[config.mk]
export PLATFORM = sky130hd
export DESIGN_NAME = count_round_ctrl
export DESIGN_NICKNAME = d
export VERILOG_FILES = /design/src/rtl/count_round_ctrl.sv
export SDC_FILE = /design/constraint.sdc
export NUM_CORES = 1
export LEC_CHECK = 0
export ABC_AREA = 1
export CORE_MARGIN = 4
export CORE_UTILIZATION = 57
export CTS_BUF_LIST = sky130_fd_sc_hd__clkbuf_8
export DETAILED_ROUTE_END_ITERATION = 8
export GPL_ROUTABILITY_DRIVEN = 0
export PLACE_DENSITY = 0.86
export SLEW_MARGIN = 0
export SYNTH_ARGS = -nofsm -noshare
export SYNTH_HDL_FRONTEND = slang
export SYNTH_SLANG_ARGS = --single-unit
[constraint.sdc]
create_clock -name clk_i -period 1.84 [get_ports clk_i]
set_input_delay 0.276 -clock clk_i [delete_from_list [all_inputs] [get_ports clk_i]]
set_output_delay 0.276 -clock clk_i [all_outputs]
set_load 0.02 [all_outputs]
[src/rtl/count_round_ctrl.sv]
// count_round_ctrl: round controller for the counting game.
//
// The game runs ROUNDS rounds. In each round the player sets a DATA_W-bit guess and presses
// start before a tick-based countdown expires. The block keeps hit/miss scoring, an
// end-of-game state and a buzzer request.
//
// Ports:
//   clk_i        system clock, single domain
//   rst_ni       asynchronous active-low reset
//   en_i         game enable (power switch); low forces IDLE
//   start_i      push-button level; only rising edges are events
//   guess_i      player answer
//   target_o     current round target
//   round_idx_o  rounds started, 0..ROUNDS
//   score_o      hits so far
//   time_left_o  remaining countdown ticks
//   state_o      FSM state: IDLE=0 LOAD=1 RUN=2 JUDGE=3 WAIT=4 DONE=5
//   hit_o        one-cycle pulse on a correct answer
//   miss_o       one-cycle pulse on a wrong answer or timeout
//   done_o       high in DONE
//   beep_o       buzzer request
module count_round_ctrl #(
    parameter int unsigned DATA_W      = 7,
    parameter int unsigned ROUNDS      = 3,
    parameter int unsigned TICK_DIV    = 50000,
    parameter int unsigned ROUND_TICKS = 100,
    parameter int unsigned SEED        = 32'h2B,
    parameter int unsigned BEEP_CYC    = 1000
) (
    input  logic                             clk_i,
    input  logic                             rst_ni,
    input  logic                             en_i,
    input  logic                             start_i,
    input  logic [DATA_W-1:0]                guess_i,
    output logic [DATA_W-1:0]                target_o,
    output logic [$clog2(ROUNDS+1)-1:0]      round_idx_o,
    output logic [$clog2(ROUNDS+1)-1:0]      score_o,
    output logic [$clog2(ROUND_TICKS+1)-1:0] time_left_o,
    output logic [2:0]                       state_o,
    output logic                             hit_o,
    output logic                             miss_o,
    output logic                             done_o,
    output logic                             beep_o
);

    localparam int unsigned RW = $clog2(ROUNDS + 1);
    localparam int unsigned TW = $clog2(ROUND_TICKS + 1);
    localparam int unsigned PW = $clog2(TICK_DIV);
    localparam int unsigned BW = (BEEP_CYC > 0) ? $clog2(BEEP_CYC + 1) : 1;

    typedef enum logic [2:0] {
        StIdle  = 3'd0,
        StLoad  = 3'd1,
        StRun   = 3'd2,
        StJudge = 3'd3,
        StWait  = 3'd4,
        StDone  = 3'd5
    } state_e;

    state_e            state_q;
    logic              start_q;
    logic [DATA_W-1:0] src_q;
    logic [DATA_W-1:0] target_q;
    logic [RW-1:0]     round_idx_q;
    logic [RW-1:0]     score_q;
    logic [TW-1:0]     time_left_q;
    logic [PW-1:0]     presc_q;
    logic              answered_q;  // JUDGE entered by a press rather than a timeout
    logic              ans_ok_q;    // guess matched target at the press
    logic              hit_q;
    logic              miss_q;
    logic [BW-1:0]     beep_cnt_q;

    logic srise;
    logic wrap;

    assign srise = start_i & ~start_q;
    assign wrap  = (presc_q == PW'(TICK_DIV - 1));

    always_ff @(posedge clk_i or negedge rst_ni) begin
        if (!rst_ni) begin
            state_q     <= StIdle;
            start_q     <= 1'b0;
            src_q       <= DATA_W'(SEED);
            target_q    <= '0;
            round_idx_q <= '0;
            score_q     <= '0;
            time_left_q <= '0;
            presc_q     <= '0;
            answered_q  <= 1'b0;
            ans_ok_q    <= 1'b0;
            hit_q       <= 1'b0;
            miss_q      <= 1'b0;
            beep_cnt_q  <= '0;
        end else begin
            start_q <= start_i;
            // Free-running target source; keeps counting even while disabled.
            src_q   <= src_q + DATA_W'(1);
            hit_q   <= 1'b0;
            miss_q  <= 1'b0;
            if (beep_cnt_q != '0) begin
                beep_cnt_q <= beep_cnt_q - BW'(1);
            end

            if (!en_i) begin
                state_q     <= StIdle;
                target_q    <= '0;
                round_idx_q <= '0;
                score_q     <= '0;
                time_left_q <= '0;
                presc_q     <= '0;
                beep_cnt_q  <= '0;
            end else begin
                unique case (state_q)
                    StIdle: begin
                        if (srise) begin
                            state_q <= StLoad;
                        end
                    end
                    StLoad: begin
                        target_q    <= src_q;
                        time_left_q <= TW'(ROUND_TICKS);
                        round_idx_q <= round_idx_q + RW'(1);
                        presc_q     <= '0;
                        state_q     <= StRun;
                    end
                    StRun: begin
                        if (wrap) begin
                            presc_q     <= '0;
                            time_left_q <= time_left_q - TW'(1);
                        end else begin
                            presc_q <= presc_q + PW'(1);
                        end
                        // A press on the final wrap edge still counts as an answer.
                        if (srise) begin
                            answered_q <= 1'b1;
                            ans_ok_q   <= (guess_i == target_q);
                            state_q    <= StJudge;
                        end else if (wrap && time_left_q == TW'(1)) begin
                            answered_q <= 1'b0;
                            ans_ok_q   <= 1'b0;
                            state_q    <= StJudge;
                        end
                    end
                    StJudge: begin
                        if (answered_q && ans_ok_q) begin
                            hit_q      <= 1'b1;
                            score_q    <= score_q + RW'(1);
                            beep_cnt_q <= BW'(BEEP_CYC);
                        end else begin
                            miss_q <= 1'b1;
                        end
                        state_q <= (round_idx_q == RW'(ROUNDS)) ? StDone : StWait;
                    end
                    StWait: begin
                        if (srise) begin
                            state_q <= StLoad;
                        end
                    end
                    StDone: begin
                        if (srise) begin
                            state_q     <= StIdle;
                            target_q    <= '0;
                            round_idx_q <= '0;
                            score_q     <= '0;
                            time_left_q <= '0;
                            beep_cnt_q  <= '0;
                        end
                    end
                    default: begin
                        state_q <= StIdle;
                    end
                endcase
            end
        end
    end

    assign target_o    = target_q;
    assign round_idx_o = round_idx_q;
    assign score_o     = score_q;
    assign time_left_o = time_left_q;
    assign state_o     = state_q;
    assign hit_o       = hit_q;
    assign miss_o      = miss_q;
    assign done_o      = (state_q == StDone);
    // A perfect game holds the buzzer on for as long as DONE lasts.
    assign beep_o      = (beep_cnt_q != '0) || (state_q == StDone && score_q == RW'(ROUNDS));

endmodule

# --- Word-level counts from Yosys, hierarchy flattened ---
# Index checks and enable logic that the tools add are counted.
totals:
  regBits: 59
  in_bits: 11
  output_inout_bits: 25
  elab_cells: 89
classes:
  add_sub_neg: 6
  eq_ne: 19
  n_mux: 36
  bitwise: 2
  reduce_logical: 13
op_table:
  columns: ["operator", "n"]
  rows:
  - ["$mux 10", 4]
  - ["$mux 16", 2]
  - ["$pmux 16 s2", 1]
  - ["$mux 7", 4]
  - ["$pmux 7 s3", 1]
  - ["$pmux 10 s2", 1]
  - ["$add 16x1->16 const B", 1]
  - ["$eq 16x16->1 const B", 1]
  - ["$mux 3", 5]
  - ["$pmux 3 s5", 1]
  - ["$pmux 7 s2", 1]
  - ["$reduce_and 3->1", 4]
  - ["$mux 1", 10]
  - ["$reduce_bool 10->1", 1]
  - ["$sub 10x1->10 const B", 1]
  - ["$ne 3x1->1 const B", 3]
  - ["$mux 2", 4]
  - ["$pmux 2 s2", 2]
  - ["$add 7x1->7 const B", 1]
  - ["$eq 7x1->1 const B", 1]
  - ["$eq 7x7->1", 1]
  - ["$sub 7x1->7 const B", 1]
  - ["$eq 3x2->1 const B", 2]
  - ["$eq 3x3->1 const B", 2]
  - ["other kinds (15)", 21]

# --- Longest topological paths before layout ---
depth:
  ltp_word: 6
  ltp_mapped: 10
  mapped_depth_nobuf: 10

# --- Least setup slack after synthesis ---
# Ideal clock, no wire load.
synth_path:
  path_type: "register -> output"
  startpoint: "register beep_cnt_q[0]"
  endpoint: "output beep_o"
  arrival_ns: 1.353
  path_slack_ns: 0.211
  stages_incl_launch_ff: 9
  path_buffers: 1
  path_cell_list: "dfrtp_1 -> inv_1 -> ha_1 -> nand3_1 -> nor2_1 -> nand2_1 -> buf_6 -> inv_2 -> nand2_1"
synth_between:
  elab_chain_len: 2
synth_rtl:
  columns: ["item", "line", "source"]
  rows:
  - ["from (decl)", "72", "logic [BW-1:0] beep_cnt_q;"]
  - ["from (signal assigned)", "102", "beep_cnt_q <= beep_cnt_q - BW'(1);"]
  - ["from (signal assigned)", "149", "beep_cnt_q <= BW'(BEEP_CYC);"]
  - ["$reduce_bool 10->1", "187", "assign beep_o = (beep_cnt_q != '0) || (state_q == StDone && score_q == RW'(ROUNDS));"]
  - ["$logic_or 1x1->1", "187", null]
  - ["to (decl)", "43", "output logic beep_o"]
# Every way passes these cells.

# --- Worst setup path after layout ---
layout_path:
  startpoint: "register beep_cnt_q[1]"
  endpoint: "output beep_o"
# The elaborated chain is that of the path after synthesis.

==> flow_metrics.py <==
metrics = {
    "run_status": {
        "status": "complete, no violations",
    },
    "routing": {
        "drt_iter0_markers": 189,
        "wl_per_cell_um": 14.2,
        "vias": 3057,
        "detail_route.first_pass.iterations": 4,
        "drt_wl_total_mm": 8.02,
        "via_per_inst": 5.43,
        "drc": 0,
        "ant_nets": 0,
    },
    "timing": {
        "hold_violations": 0,
        "tightest_slew_ns": 0.414,
        "slew_violations": 0,
        "tns_ns": 0,
        "relSlewSlack_pct": 72.3,
        "period_share_pct": 96.0,
        "fmax_mhz": 566,
        "fin_skew_ns": 0.0152,
        "min_period_ns": 1.77,
        "finalSetupViolations": 0,
    },
    "synth": {
        "synth-main-ff-cell": "dfrtp_1",
        "synth.most_common_cell": "nand2_1",
        "yosysWarningCount": 0,
        "synthSimpleGateAreaFrac_pct": 29.4,
        "netlist.area_leader.share_pct": 41.6,
        "synth_area_um2": 3310,
        "synth_top_family_by_area": "simple AND/OR/NAND/NOR gates",
        "ys_seq_elements": 59,
        "synth_edf_count": 0,
        "yosys.area.top_type": "dfrtp_1",
        "synth_nets": 438,
        "synth-compound-area-share_pct": 10.2,
        "synth_mux_area_share_pct": 0,
        "yosys.area_share.xor_xnor_pct": 4.50,
        "yosys.area_share.adder_pct": 2.65,
        "ys_top_cells_by_area": "dfrtp_1, nand2_1, inv_1",
        "avgSynthCellArea_um2": 7.88,
        "synth.distinct_cells": 35,
        "synth_cells": 420,
        "async_reset_ff_share_pct": 100,
        "synthTopCellsByCount": "nand2_1, inv_1, dfrtp_1",
        "ys_seq_area_share_pct": 44.7,
    },
    "cells_and_area": {
        "fin_area_um2": 4150,
        "final_util_pct": 74.4,
        "nNetsFinal": 504,
        "drive_gt1_share_pct": 15.1,
        "filler_cell_count": 387,
        "n_antenna_cell": 0,
        "area_delta_synth_final_pct": 25.2,
        "instances_no_fill": 563,
    },
    "placement": {
        "post_dp_cell_area_um2": 3880,
        "hpwl_mm": 5.57,
        "dpl.cell_count": 544,
        "place.port_buffers": 35,
    },
    "worst_hold_path": {
        "hp-class": "in2reg",
    },
    "power": {
        "p_int_mw": 3.34,
        "leakage_nw": 2.03,
        "comb_power_share_pct": 46.2,
        "powerDensity_nw_per_um2": 1340,
        "p_sw_mw": 2.23,
        "p_sw_share_pct": 40.0,
        "seq_power_share_pct": 32.6,
        "p_clk_share_pct": 21.2,
        "ir_worst_vdd_mv": 1.13,
    },
    "clock_network": {
        "cts_tree": "yes",
        "clk_pin_slew_worst_paths_ns": 0.07,
        "clockRootBuffer": "clkbuf_8",
        "htreeDepth": 3,
        "clkSinkCount": 59,
        "cts_buffer_depth": 2,
        "cts_made_buffers": 9,
        "worstSkewPairLatency_ns": 0.34,
    },
    "grt": {
        "overflow": 0,
        "antenna_found_initial": 0,
        "grt_pass1_vias": 3042,
        "track_usage_pct": 23.3,
        "grt_max_degree": 60,
        "grt_pass1_wl_mm": 13.5,
    },
    "die": {
        "die_w_um": 84.2,
        "num_rows": 27,
        "core_area_um2": 5570,
        "start_util_pct": 59.4,
        "die_h_um": 84.2,
        "io_pins": 36,
        "fp.dieArea_um2": 7090,
    },
    "setup_path": {
        "setup.worst_path.end_class": "primary output",
        "crit_chain": "inv_2 -> ha_4 -> nand3_4 -> nor2_4 -> nand2_2 -> inv_2 -> nand2_1 -> buf_6",
        "crit_required_ns": 1.56,
        "critPathMaxFanout": 2,
        "worstSetupPathType": "reg2out",
        "cp_top_family": "flip-flops",
        "setup.worst_path.start_class": "flop",
        "cpPeakStageDelay_ns": 0.39,
        "critPathBufInv": 3,
        "crit_slowest_cell": "dfrtp_1",
        "path_common_cell": "inv_2",
        "crit_arrival_ns": 1.49,
    },
    "run": {
        "max-cap-violations": 0,
    },
}
repair_timing:
action	CTS	global route
pin swaps	2	3
buffers inserted	0	2
hold buffers	1	0
endpoints found under the hold margin	55	0
cloned	0	0
resized for setup	5	15
setup endpoints to repair	2	5
worst reg2reg max path, stage by stage (launching register included):
cell and delay [ns]:
dfrtp_1 0.38, ha_1 0.23, nand3_1 0.16, nor2_1 0.18
nand2_1 0.09, nand2_2 0.13, inv_1 0.17, nand3_1 0.12
o21ai_0 0.10
final cells by class:
type	count	area (µm²)	share of cell area (%)
clock buffers	11	151	3.65
well taps	72	90.1	2.17
flip-flops and latches	59	1480	35.7
repair buffers	60	553	13.3
multi-input cells	294	1590	38.2
clock inverters	5	46.3	1.12
inverters	62	238	5.73
metal layers:
metal / GRT usage, % / vias up / part of all wire, %
met5: 0 / - / 0
met2: 41.5 / 90 / 52
li1: - / 1500 / -
met1: 28.1 / 1457 / 41
met4: 6.87 / 0 / 1.3
met3: 5.40 / 10 / 5.2
per-stage QoR:
stage          power, mW  worst slack, ns  hold WS, ns
2_1_floorplan       3.33            0.211      -0.0196
4_1_cts             5.42        -0.000102        0.436
3_3_place_gp        4.14           0.0185        0.303
3_5_place_dp        4.23          -0.0121        0.303
5_1_grt             5.95          -0.0296        0.446
6_report            5.57           0.0734        0.454
kinds of logic (layout without fill, tap and decap cells):
logic type	count (synthesis)	count (layout)
AND/OR/NAND/NOR	212	212
adder cells (fa/ha/maj)	7	7
buffers and inverters	67	138
flip-flops	59	59
XOR/XNOR	17	17
AO/OA/AOI/OAI	58	58
state kept, by name (all words and copies together), names as in the netlist:
register and flops:
time_left_o 7, start_q 1, src_q 7, target_o 7, beep_cnt_q 10, hit_o 1, state_o 3, presc_q 16
round_idx_o 2, ans_ok_q 1, answered_q 1, miss_o 1, score_o 2
cells in the final DEF, fill, tap and decap left out, drive strengths merged, types with 12 or more instances in the layout:
master,instances
dfrtp,55
nor2,50
nand4,12
nand2,91
buf,26
inv,65
o21ai,39
a21oi,12
clkdlybuf4s50,30
nand3,44
path summary, 6_finish.rpt:
| kind | from | to | slack, ns | cells past startpoint |
|---|---|---|---|---|
| setup reg to reg | presc_q[1]$_DFFE_PN0P_ | presc_q[12]$_DFFE_PN0P_ | 0.15 | 8 |
| setup / recovery | beep_cnt_q[1]$_DFF_PN0_ | beep_o | 0.07 | 8 |
| min in group asynchronous | rst_ni | answered_q$_DFFE_PN0P_ | 0.49 | 3 |
| hold reg to reg | src_q[0]$_DFF_PN1_ | src_q[0]$_DFF_PN1_ | 0.48 | 1 |
| max in group asynchronous | rst_ni | src_q[3]$_DFF_PN1_ | 1.04 | 3 |
| hold / removal | start_i | start_q$_DFF_PN0_ | 0.45 | 1 |
power by group through the flow:
stage | Sequential (mW) | Clock, mW | Combinational (mW)
6_report | 1.81 | 1.18 | 2.57
5_1_grt | 1.85 | 1.26 | 2.84
4_1_cts | 1.80 | 1.19 | 2.43
3_5_place_dp | 1.81 | 0 | 2.41
3_3_place_gp | 1.80 | 0 | 2.33
2_1_floorplan | 1.98 | 0 | 1.35
Power figures use the tool's default switching activity.
